--- config.mk ---
export PLATFORM = sky130hd
export DESIGN_NAME = mac_lane_sched
export DESIGN_NICKNAME = d
export VERILOG_FILES = /design/src/rtl/mac_lane_sched.sv
export SDC_FILE = /design/constraint.sdc
export NUM_CORES = 1
export LEC_CHECK = 0
export BUFFER_PORTS_ARGS = -buffer_cell sky130_fd_sc_hd__buf_2
export CORE_ASPECT_RATIO = 0.6
export CORE_MARGIN = 2
export CORE_UTILIZATION = 57
export DETAILED_ROUTE_END_ITERATION = 6
export GPL_TIMING_DRIVEN = 0
export PLACE_DENSITY = 0.81
export SLEW_MARGIN = 20
export SYNTH_ARGS = -nofsm -noshare
export SYNTH_HDL_FRONTEND = slang
export SYNTH_SLANG_ARGS = --single-unit
--- constraint.sdc ---
create_clock -name clk -period 3.6 [get_ports clk]
set_input_delay 0.36 -clock clk [delete_from_list [all_inputs] [get_ports clk]]
set_output_delay 0.36 -clock clk [all_outputs]
set_load 0.005 [all_outputs]
--- src/rtl/mac_lane_sched.sv ---
// mac_lane_sched
// Sequencing controller for the eight-group MAC lane array. It latches one
// layer instruction as the lane configuration. It then gates the weight-load
// phase and the IFM issue phase. It also tracks the in-flight accumulations of
// each lane group until every group has returned its output_end. It handles
// handshakes only; no data passes through this block.
//
// Ports
//   clk, rst_n          clock, asynchronous active-low reset
//   i_inst_valid/o_inst_ready, i_inst   instruction handshake and payload
//                                        (packed mac_instruction_port)
//   o_lane_cfg          registered instruction driven to all lanes
//   i_wfm_valid/o_wfm_ready, i_wfm_is_last, o_wfm_load   weight phase
//   i_ifm_valid/o_ifm_ready, i_ifm_accum_end, i_ifm_last, o_ifm_issue
//                                        IFM phase
//   i_ofm_end           per-group output_end pulses from the lanes
//   o_busy, o_done      state != IDLE, one-cycle completion pulse
//   o_err               sticky: [0] count underflow, [1] drain timeout
//
// Optional build macro MAC_LANE_SCHED_PERF_EN adds the saturating performance
// counters o_perf_run_cyc, o_perf_stall_cyc and o_perf_drain_cyc.
//
// state | meaning
// ------+-----------------------------------------------------------
// IDLE  | waiting for an instruction, o_inst_ready high
// WLOAD | accepting weight beats until the last one
// RUN   | issuing IFM beats, counting outstanding accumulations
// DRAIN | waiting for all groups to return output_end (timed)
// DONE  | one-cycle o_done pulse, then back to IDLE

module mac_lane_sched #(
    parameter int N_GROUP       = 8,
    parameter int MAX_OUTST     = 4,
    parameter int DRAIN_TIMEOUT = 1023,
    parameter int INST_W        = 16
) (
    input  logic                 clk,
    input  logic                 rst_n,
    input  logic                 i_inst_valid,
    output logic                 o_inst_ready,
    input  logic [INST_W-1:0]    i_inst,
    output logic [INST_W-1:0]    o_lane_cfg,
    input  logic                 i_wfm_valid,
    output logic                 o_wfm_ready,
    input  logic                 i_wfm_is_last,
    output logic                 o_wfm_load,
    input  logic                 i_ifm_valid,
    output logic                 o_ifm_ready,
    input  logic [N_GROUP-1:0]   i_ifm_accum_end,
    input  logic                 i_ifm_last,
    output logic [N_GROUP-1:0]   o_ifm_issue,
    input  logic [N_GROUP-1:0]   i_ofm_end,
    output logic                 o_busy,
    output logic                 o_done,
    output logic [1:0]           o_err
`ifdef MAC_LANE_SCHED_PERF_EN
    ,
    output logic [31:0]          o_perf_run_cyc,
    output logic [31:0]          o_perf_stall_cyc,
    output logic [15:0]          o_perf_drain_cyc
`endif
);

    localparam int CNT_W = 4;
    localparam int TMR_W = 10;
    localparam logic [TMR_W-1:0] TMR_LOAD = TMR_W'(DRAIN_TIMEOUT - 1);
    localparam logic [CNT_W-1:0] CNT_MAX  = CNT_W'(MAX_OUTST);

    typedef enum logic [2:0] {
        S_IDLE  = 3'd0,
        S_WLOAD = 3'd1,
        S_RUN   = 3'd2,
        S_DRAIN = 3'd3,
        S_DONE  = 3'd4
    } state_t;

    state_t                        state_q, state_d;
    logic                          rdy_en_q;
    logic [N_GROUP-1:0][CNT_W-1:0] cnt_q, cnt_d;
    logic [TMR_W-1:0]              tmr_q, tmr_d;
    logic [1:0]                    err_d;
    logic [N_GROUP-1:0]            full, inc, dec, uflow;
    logic                          inst_acc, ifm_rdy, ifm_acc, all_zero, tmo, cnt_en;

    // Ready is withheld only for the reset cycles so that every handshake
    // output reads 0 while rst_n is low.
    assign inst_acc = (state_q == S_IDLE) & rdy_en_q & i_inst_valid;
    assign all_zero = (cnt_q == '0);
    assign cnt_en   = (state_q != S_IDLE);

    always_comb begin
        full = '0;
        for (int g = 0; g < N_GROUP; g++)
            full[g] = (cnt_q[g] == CNT_MAX);
    end

    // Stall only when a beat would push an already-full group over the limit.
    assign ifm_rdy     = (state_q == S_RUN) & ~(|(i_ifm_accum_end & full));
    assign ifm_acc     = ifm_rdy & i_ifm_valid;
    assign o_ifm_ready = ifm_rdy;
    assign o_ifm_issue = {N_GROUP{ifm_acc}};

    always_ff @(posedge clk or negedge rst_n) begin
        if (!rst_n) begin
            state_q  <= S_IDLE;
            rdy_en_q <= 1'b0;
        end else begin
            state_q  <= state_d;
            rdy_en_q <= 1'b1;
        end
    end

    always_comb begin
        state_d      = state_q;
        o_inst_ready = 1'b0;
        o_wfm_ready  = 1'b0;
        o_wfm_load   = 1'b0;
        o_done       = 1'b0;
        o_busy       = 1'b1;
        tmo          = 1'b0;
        case (state_q)
            S_IDLE: begin
                o_busy       = 1'b0;
                o_inst_ready = rdy_en_q;
                if (inst_acc)
                    state_d = S_WLOAD;
            end
            S_WLOAD: begin
                o_wfm_ready = 1'b1;
                o_wfm_load  = i_wfm_valid;
                if (i_wfm_valid && i_wfm_is_last)
                    state_d = S_RUN;
            end
            S_RUN: begin
                if (ifm_acc && i_ifm_last)
                    state_d = S_DRAIN;
            end
            S_DRAIN: begin
                if (all_zero) begin
                    state_d = S_DONE;
                end else if (tmr_q == '0) begin
                    tmo     = 1'b1;
                    state_d = S_DONE;
                end
            end
            S_DONE: begin
                o_done  = 1'b1;
                state_d = S_IDLE;
            end
            default: state_d = S_IDLE;
        endcase
    end

    // A dec against an empty counter is dropped and flagged.
    // Inc and dec together cancel out.
    always_comb begin
        inc   = '0;
        dec   = '0;
        uflow = '0;
        cnt_d = cnt_q;
        for (int g = 0; g < N_GROUP; g++) begin
            inc[g]   = ifm_acc & i_ifm_accum_end[g];
            dec[g]   = cnt_en & i_ofm_end[g];
            uflow[g] = dec[g] & ~inc[g] & (cnt_q[g] == '0);
            if (tmo)
                cnt_d[g] = '0;
            else if (inc[g] && !dec[g])
                cnt_d[g] = cnt_q[g] + CNT_W'(1);
            else if (dec[g] && !inc[g] && (cnt_q[g] != '0))
                cnt_d[g] = cnt_q[g] - CNT_W'(1);
        end
    end

    // Down-counter preloaded outside DRAIN. Terminal count 0 is reached in
    // the DRAIN_TIMEOUT-th DRAIN cycle.
    always_comb begin
        if (state_q != S_DRAIN)
            tmr_d = TMR_LOAD;
        else if (tmr_q != '0)
            tmr_d = tmr_q - TMR_W'(1);
        else
            tmr_d = tmr_q;
    end

    always_comb begin
        err_d = o_err;
        if (inst_acc) begin
            err_d = '0;
        end else begin
            if (|uflow)
                err_d[0] = 1'b1;
            if (tmo)
                err_d[1] = 1'b1;
        end
    end

    always_ff @(posedge clk or negedge rst_n) begin
        if (!rst_n) begin
            cnt_q      <= '0;
            tmr_q      <= '0;
            o_err      <= '0;
            o_lane_cfg <= '0;
        end else begin
            cnt_q <= cnt_d;
            tmr_q <= tmr_d;
            o_err <= err_d;
            if (inst_acc)
                o_lane_cfg <= i_inst;
        end
    end

`ifdef MAC_LANE_SCHED_PERF_EN
    always_ff @(posedge clk or negedge rst_n) begin
        if (!rst_n) begin
            o_perf_run_cyc   <= '0;
            o_perf_stall_cyc <= '0;
            o_perf_drain_cyc <= '0;
        end else if (inst_acc) begin
            o_perf_run_cyc   <= '0;
            o_perf_stall_cyc <= '0;
            o_perf_drain_cyc <= '0;
        end else begin
            if ((state_q == S_RUN) && !(&o_perf_run_cyc))
                o_perf_run_cyc <= o_perf_run_cyc + 32'd1;
            if ((state_q == S_RUN) && i_ifm_valid && !ifm_rdy && !(&o_perf_stall_cyc))
                o_perf_stall_cyc <= o_perf_stall_cyc + 32'd1;
            if ((state_q == S_DRAIN) && !(&o_perf_drain_cyc))
                o_perf_drain_cyc <= o_perf_drain_cyc + 16'd1;
        end
    end
`else
    // Performance counters are not built in this configuration.
`endif

endmodule
==> run summary <==
## Run status
- complete, no violations — run status

## Global routing
- 0 — residual overflow from global routing
- 16,200 um — global-route wire length before repair
- 40 — maximum number of pins on one net before global-route repair
- 0 — initial antenna violation count
- 3,465 — vias in the first global route
- 26.1% — total global-route track usage

## Yosys
- 5.02% — xor and xnor area share after synthesis
- 422 — synthesized instance count
- 23.5% — fraction of the mapped netlist area in simple logic gates
- 10.1% — complex-gate fraction of the synthesized area
- 8.91% — Adder-Cell Fraction of Synth Area
- 0 — Post-synth EDFFs
- 486 — Net Count, Synth
- 9.91 um2 — Avg Synthesized Cell Area
- 0.00418 mm2 — netlist area before placement
- 8.34% — portion of netlist area occupied by mux cells
- 100% — proportion of synthesized flip-flops having asynchronous set or reset
- 52 — number of distinct library cells after synthesis
- 64 — flip-flop and latch count after synthesis
- 38.3% — sequential area share after synthesis
- simple AND/OR/NAND/NOR gates — dominant combinational cell family by area after synthesis
- 0 — total number of yosys warnings
- dfrtp_1 — most used flip-flop cell after synthesis

## Clock tree
- 3 — htree depth
- 60 ps — Clock transition at path regs
- 9 — Num CTS Buffers
- 340 ps — clock latency reported for the late side of the worst-skew pair
- 0 — Gates resized, CTS repair
- 2 — maximum clock insertion buffer count
- clkbuf_16 — clock tree root driver cell
- 64 — clock sinks
- built — clock tree from TritonCTS

## Pwr
- 0.457 mV — IR drop worst, VDD
- 0.00241 uW — static leakage
- 905 mW/mm2 — power density cells

## Layout
- 20.2% — area added between synthesis and finish
- 569 — NumNets Final
- 541 — Filler Cell Count
- 27.7% — share of post-route cells with drive strength above 1
- 0 — count of inserted antenna diode cells
- 70.1% — Final Core Density
- 0.00503 mm2 — post-route cell area

## Route
- 4 — First-pass DRT Iterations
- 147 — iteration-0 DRC count of the detailed router
- 9750 um — aggregate routed wire length
- 5.77 — average via count per standard cell
- 3,460 — via count of the routed design
- 0 — residual DRC count
- 0 — post-route ant nets
- 16.2 um — per-cell routed wire length

## Timing
- false — RSZ-0062 raised after global routing
- 209 ps — worst-case hold slack
- 50.8% — worst rel slew slack
- 0 — Final Max Tran Viols
- 0 ps — total negative setup slack
- 298 ps — setup slack of the critical path after layout
- 0 — final hold violation count
- 0.303 GHz — Fmax achieved
- 731 ps — slew at the pin closest to its max-slew limit
- 91.7% — final cycle utilization of the critical path
- 6.10 ps — clk_skew
- 0 — Final setup violation count
- 3300 ps — time the final worst path needs with I/O delays and setup

## Placed design
- 7310 um — placed wire-length estimate
- 0.911 — final estimated routing congestion in global placement
- 209 ps — worst slack, placed
- 70 — number of I/O port buffers
- 0.00467 mm2 — Area after DPL

## Job
- 0 — Max-Cap Viols

## Setup path
- compound AO/OA/AOI/OAI gates — Top delay family on crit path
- 3830 ps — required time of the critical path
- register to register — category of the critical setup timing path
- buf_2, nor2_1, nand2_1, a31oi_2, buf_4, and3_1, nand3_1, ha_1, a21o_1, a21oi_1, o21ai_0, a21oi_1, mux2_4 — critical path, cell by cell
- 2 — CP Buf/Inv Count
- register — element type at the critical path start
- register — Critical Path End Type
- 360 ps — stage delay of the slowest cell on the critical path
- a21oi_1 — most repeated library cell on the critical path
- 3530 ps — Data arrival, critical path
- and3_1 — worst-path cell with the longest stage delay
- 10 — biggest fanout along the worst timing path

## Die
- 58.3% — starting density of the core
- 71 — count of pins on the block boundary
- 70.4 um — die height
- 115 um — die outline width
- 0.00806 mm2 — DIE AREA
- 0.00718 mm2 — Floorplan Core Area
- 24 — row count

## Worst hold path
- input port to register — Worst Hold Class

## flip-flops by register name (all words and copies together), names as in the netlist
name	flops
tmr_q	10
cnt_q	32
state_q	3
o_lane_cfg	16
o_err	2
rdy_en_q	1
## layout by cell type, fill, tap and decap left out, types with 4 or more instances in the layout
master	synthesis	final
a211oi_1	8	8
a21o_1	8	8
a21oi_1	19	19
and2_1	11	11
and3_1	6	6
buf_2	7	76
buf_4	10	12
clkbuf_16	0	9
dfrtp_1	64	64
fa_1	8	8
ha_1	17	17
inv_1	30	30
mux2_2	19	19
mux2i_1	12	12
nand2_1	25	25
nand3_1	11	11
nand4_1	4	4
nand4_2	4	4
nor2_1	33	33
nor2b_1	13	13
nor4_1	17	17
nor4_4	4	4
o21ai_0	13	13
o31ai_1	4	4
or3_1	9	9
xnor2_1	22	22
## per-layer routing
metal / vias to the layer above / routed length [um] / GRT usage, %
met2: 103 / 4340 / 40.2
met4: 0 / 87 / 5.15
met5: - / 0 / 0
li1: 1649 / - / -
met1: 1697 / 4580 / 35.2
met3: 11 / 739 / 10.3
## cell type report
type	instances	area, um2	share of cell area [%]
sequential	64	1600	31.8
clock inverter	5	105	2.09
tap	91	114	2.26
multi-input combinational	308	2340	46.6
buffer	19	125	2.49
inverter	30	113	2.24
clock buffer	10	239	4.75
timing repair buffer	73	390	7.76
## through the flow
stage | total power [uW] | std cells
floorplan | 2920 | 422
global route | 4920 | 600
global placement | 3380 | 583
detailed placement | 3520 | 584
CTS | 4550 | 600
finish | 4550 | 600
## synthesized netlist by cell type, types with 11 or more instances
master | count | area [um2]
mux2i_1 | 12 | 120
inv_1 | 30 | 113
ha_1 | 17 | 213
xnor2_1 | 22 | 193
nor2_1 | 33 | 124
mux2_2 | 19 | 214
a21oi_1 | 19 | 95.1
and2_1 | 11 | 68.8
o21ai_0 | 13 | 65.1
nand3_1 | 11 | 55.1
nand2_1 | 25 | 93.8
dfrtp_1 | 64 | 1600
nor2b_1 | 13 | 81.3
nor4_1 | 17 | 106
## report_power, final
part           switching [uW]  internal (uW)
Clock                     321            690
Combinational            1140           1060
Sequential                297           1050
## worst reg2reg max path: stages, from the launching register on
cell and delay (ps):
dfrtp_1 350, buf_2 160, nor2_1 110, nand2_1 80, a31oi_2 230, buf_4 230
and3_1 360, nand3_1 230, ha_1 330, a21o_1 190, a21oi_1 250, o21ai_0 150
a21oi_1 200, mux2_4 310
## logic make-up (layout without fill, tap and decap cells)
logic type | count (synthesis) | count (layout)
AOI/OAI and AO/OA | 66 | 66
DFF | 64 | 64
buffers and inverters | 50 | 137
adders and majority gates | 25 | 25
and+or+nand+nor | 160 | 160
xor gates and xnor gates | 24 | 24
other | 1 | 1
muxes | 32 | 32
## worst paths after layout
| kind | start | end | slack [ps] | cells after the start |
|---|---|---|---|---|
| setup / recovery | state_q[0]$_DFFE_PN0P_ | cnt_q[11]$_DFFE_PN0P_ | 300 | 13 |
| hold / removal | i_inst_valid | o_err[0]$_DFFE_PN0P_ | 210 | 2 |
| setup reg to reg | state_q[0]$_DFFE_PN0P_ | cnt_q[11]$_DFFE_PN0P_ | 300 | 13 |
| hold reg to reg | o_err[1]$_DFFE_PN0P_ | o_err[1]$_DFFE_PN0P_ | 500 | 1 |
| max in group asynchronous | rst_n | tmr_q[6]$_DFFE_PN0P_ | 2590 | 3 |
| min in group asynchronous | rst_n | cnt_q[17]$_DFFE_PN0P_ | 480 | 2 |
## repair_timing
action	in CTS	in global routing
endpoints found under the hold margin	25	0
buffers inserted	0	1
setup endpoints to repair	0	2
hold buffers	1	0
No activity file was read; power rests on OpenSTA's default activity.
